<file path="config.mk">
export PLATFORM = sky130hd
export DESIGN_NAME = sync_fifo
export DESIGN_NICKNAME = d
export VERILOG_FILES = /design/src/rtl/sync_fifo.sv
export SDC_FILE = /design/constraint.sdc
export NUM_CORES = 1
export LEC_CHECK = 0
export BUFFER_PORTS_ARGS = -buffer_cell sky130_fd_sc_hd__buf_2
export CAP_MARGIN = 25
export CORE_UTILIZATION = 40
export CTS_CLUSTER_SIZE = 16
export DETAILED_ROUTE_END_ITERATION = 12
export PLACE_DENSITY = 0.66
export SETUP_SLACK_MARGIN = 0.3
export SKIP_CTS_REPAIR_TIMING = 1
export SKIP_LAST_GASP = 1
export SLEW_MARGIN = 5
export SYNTH_ARGS = -nofsm -noshare
export SYNTH_HDL_FRONTEND = slang
export SYNTH_SLANG_ARGS = --single-unit
</file>
<file path="constraint.sdc">
create_clock -name aclk -period 3.3 [get_ports aclk]
set_input_delay 0 -clock aclk [delete_from_list [all_inputs] [get_ports aclk]]
set_output_delay 0 -clock aclk [all_outputs]
set_load 0.03 [all_outputs]
</file>
<file path="src/rtl/sync_fifo.sv">
// Single-clock FIFO with storage, occupancy count, programmable almost flags and error pulses.
// Define SYNC_FIFO_FWFT_EN for first-word-fall-through reads; otherwise reads have one cycle of latency.
module sync_fifo #(
    parameter int DATA_WIDTH    = 8,
    parameter int PTR_WIDTH     = 4,
    parameter int AFULL_THRESH  = 2**PTR_WIDTH - 2,
    parameter int AEMPTY_THRESH = 2
) (
    input  logic                  aclk,
    input  logic                  areset,
    input  logic                  wr_en,
    input  logic [DATA_WIDTH-1:0] wr_data,
    input  logic                  rd_en,
    output logic [DATA_WIDTH-1:0] rd_data,
    output logic                  rd_valid,
    output logic                  full,
    output logic                  empty,
    output logic                  almost_full,
    output logic                  almost_empty,
    output logic [PTR_WIDTH:0]    count,
    output logic                  oflow,
    output logic                  uflow
);

    localparam int DEPTH = 2**PTR_WIDTH;

    generate
        if (AFULL_THRESH < 0 || AFULL_THRESH > DEPTH ||
            AEMPTY_THRESH < 0 || AEMPTY_THRESH > DEPTH) begin : g_bad_thresh
            $error("sync_fifo: almost-full/almost-empty threshold outside 0..DEPTH");
        end
    endgenerate

    localparam logic [PTR_WIDTH:0] AFULL_LVL  = AFULL_THRESH[PTR_WIDTH:0];
    localparam logic [PTR_WIDTH:0] AEMPTY_LVL = AEMPTY_THRESH[PTR_WIDTH:0];

    logic [DATA_WIDTH-1:0] mem [DEPTH];
    logic [PTR_WIDTH:0]    wr_ptr, rd_ptr;
    logic [PTR_WIDTH:0]    wr_ptr_nxt, rd_ptr_nxt, count_nxt;
    logic                  wr_accept, rd_accept;

    assign wr_accept = wr_en & ~full;
    assign rd_accept = rd_en & ~empty;

    // Next-state pointers and occupancy; flags are registered from these so they track accepted ops.
    always_comb begin
        wr_ptr_nxt = wr_ptr + {{PTR_WIDTH{1'b0}}, wr_accept};
        rd_ptr_nxt = rd_ptr + {{PTR_WIDTH{1'b0}}, rd_accept};
        count_nxt  = count;
        case ({wr_accept, rd_accept})
            2'b10:   count_nxt = count + 1'b1;
            2'b01:   count_nxt = count - 1'b1;
            default: count_nxt = count;
        endcase
    end

    always_ff @(posedge aclk or posedge areset) begin
        if (areset) begin
            wr_ptr       <= '0;
            rd_ptr       <= '0;
            count        <= '0;
            empty        <= 1'b1;
            full         <= 1'b0;
            almost_empty <= 1'b1;
            almost_full  <= 1'b0;
            oflow        <= 1'b0;
            uflow        <= 1'b0;
        end else begin
            wr_ptr       <= wr_ptr_nxt;
            rd_ptr       <= rd_ptr_nxt;
            count        <= count_nxt;
            empty        <= (wr_ptr_nxt == rd_ptr_nxt);
            full         <= (wr_ptr_nxt[PTR_WIDTH] != rd_ptr_nxt[PTR_WIDTH]) &&
                            (wr_ptr_nxt[PTR_WIDTH-1:0] == rd_ptr_nxt[PTR_WIDTH-1:0]);
            almost_full  <= (count_nxt >= AFULL_LVL);
            almost_empty <= (count_nxt <= AEMPTY_LVL);
            oflow        <= wr_en & full;
            uflow        <= rd_en & empty;
        end
    end

    // Storage holds no reset; stale words are unreachable once the pointers clear.
    always_ff @(posedge aclk) begin
        if (wr_accept) begin
            mem[wr_ptr[PTR_WIDTH-1:0]] <= wr_data;
        end
    end

`ifdef SYNC_FIFO_FWFT_EN
    assign rd_data  = mem[rd_ptr[PTR_WIDTH-1:0]];
    assign rd_valid = ~empty;
`else
    always_ff @(posedge aclk or posedge areset) begin
        if (areset) begin
            rd_data  <= '0;
            rd_valid <= 1'b0;
        end else begin
            rd_valid <= rd_accept;
            if (rd_accept) begin
                rd_data <= mem[rd_ptr[PTR_WIDTH-1:0]];
            end
        end
    end
`endif

endmodule

</file>
==> impl_metrics.ini <==
[run_status]
status = finished, final reports clean

[placement]
io_buffers = 31
gp_congestion = 0.811
hpwl_um = 7740
place_ws_ps = 807

[floorplan]
die-area_um2 = 16200
fp.dieW_um = 127
die_y_um = 127
num_io_pins = 32
start_util_pct = 41.3
coreArea_um2 = 15300
row_count = 45

[critical_path]
cp_slowest_cell = dfstp_2
reg2reg_from = empty
path_buf_inv = 1
critPathKind = reg2reg
r2r_cells = 10
r2r-end = almost_empty
r2r_slack_ps = 750
worst-path-stages = 10
path_cells = nand2b_4, clkinv_8, nand2_4, xnor2_1, ha_1, nor3b_1, a31oi_1, a221oi_1, xnor2_1, and4b_1
cp_top_family = simple AND/OR/NAND/NOR gates
path_max_fanout = 16
max_stage_delay_ps = 530
endpoint_kind = flop
required_ps = 3670
cp-start-kind = flop
cp.arrival_ps = 2910
cpMostUsedCell = xnor2_1

[yosys]
yosysWarnings = 0
syn_nets = 356
ys_ff_latch = 158
synth_cells = 338
avgSynthCellArea_um2 = 18.6
seq_area_frac_synth_pct = 73.0
syn_area_um2 = 6290
synthArstFlopShare_pct = 19.0
synth_edf_count = 128
netlist-cell-type-count = 37
synth_flop_cell = edfxtp_1

[detailed_routing]
firstDrtPassIters = 4
avgViaCountPerCell = 5.16
drt_iter0_drc = 196
drc_errors = 0
vias = 3171
routed_wl_um = 12200
drtAntennaViolNets = 0
avgRoutedWirePerCell_um = 19.9

[sta]
hold_ws_ps = 192
setup_viol = 0
max_freq_mhz = 393
worst_slack_ps = 753
fin_setup_tns_ps = 0
period_needed_ps = 2550
slew_headroom_pct = 36.0
finalHoldViolCount = 0
tightest_slew_ps = 956
rsz0062_at_grt = no
final.period_utilization_pct = 77.2
slew_violations = 0
skew_ps = 6.71

[grt]
grt_max_degree = 35
grtUsageTotal_pct = 16.6
met3_usage_pct = 5.11
grt_antenna_before_repair = 0
grt_pass1_wl_um = 19100
grt-busiest-layer = met2
use_met2_pct = 26.3
grt_overflow = 0
grt_pass1_vias = 3240
grtUsageMet1_pct = 21.3

[clock_tree]
cts_tree = yes
cts-htree-levels = 4
cts.path.max_buffers = 2
cts_buffers = 17
clkTransAtPathRegs_ps = 60
clock_latency_ps = 430
cts-root-buf = clkbuf_16
cts.sinks = 158

[cells_and_area]
antenna_cells = 0
area_growth_pct = 17.3
final_cell_mix = edfxtp_1 (128), mux4_2 (35), buf_2 (31)
final_net_count = 410
drive_gt1_share_pct = 27.2
final_common_cell = edfxtp_1

[pwr]
ir_drop_mv = 0.487
p_leak_uw = 0.00260
power.density_nw_per_um2 = 927

[run]
maxCapViolations = 0

[min_path]
hold_class = in2async
-- metal layers --
| metal | routed length, µm | up-vias |
|---|---|---|
| li1 | - | 1419 |
| met1 | 5230 | 1648 |
| met2 | 6070 | 85 |
| met3 | 700 | 19 |
| met4 | 231 | 0 |
| met5 | 0 | - |
-- cell usage after synthesis (all sizes together) (9+ instances only) --
library cell / number / area (µm²)
edfxtp: 128 / 3840
clkbuf: 9 / 33.8
dfrtp: 28 / 701
mux2i: 10 / 100
inv: 9 / 33.8
nor3: 10 / 50.1
a21oi: 9 / 45.0
xor2: 9 / 78.8
mux4: 35 / 788
nand2: 15 / 63.8
nor2: 16 / 60.1
-- cell families (layout without fill, tap and decap cells) --
group	Yosys count	after routing	synth area share, %
flops	158	158	73.0
simple gates	63	63	5.19
mux	45	45	14.1
buf+inv	27	93	2.19
compound gates	22	22	1.93
xor+xnor	17	17	2.37
fa+ha+maj	6	6	1.19
-- metrics by stage --
step / utilization, % / total power [µW] / instances / area (µm²)
after floorplan: - / 4390 / 338 / 6290
after detailed placement: 43.9 / 5010 / 573 / 6700
final: 48.4 / 6840 / 615 / 7380
after global placement: 43.9 / 4950 / 573 / 6700
after global routing: 48.4 / 7200 / 615 / 7380
after CTS: 47.7 / 6900 / 604 / 7270
-- how the worst max path moves through the flow --
stage | end | from | slack, ps
global placement | full | full | 900
floorplan | full | empty | 640
global route | almost_empty | empty | 590
detailed placement | almost_empty | empty | 810
finish | almost_empty | empty | 750
CTS | almost_empty | empty | 790
-- layout make-up --
class,count,area [µm²]
Sequential cell,158,4600
Timing Repair Buffer,52,340
Tap cell,211,264
Multi-Input combinational cell,153,1560
Inverter,10,50.0
Clock inverter,14,143
Clock buffer,17,425
Fill cell,1266,7880
-- sequential cells by signal, summed over array words and instances, names as in the netlist --
register	cells
mem	128
rd_data	8
count	5
rd_ptr	5
wr_ptr	5
almost_empty	1
almost_full	1
empty	1
full	1
oflow	1
rd_valid	1
uflow	1
-- worst min-delay path, stage by stage --
cell and delay [ps]:
dlygate4sd3_1 530, buf_2 120, inv_1 40, buf_4 340
-- where the power goes --
group          switching (µW)  total, µW  internal, µW
Clock                     785       1890          1110
Combinational            1180       2110           936
Sequential                317       2840          2520
No activity file was read; power rests on OpenSTA's default activity.
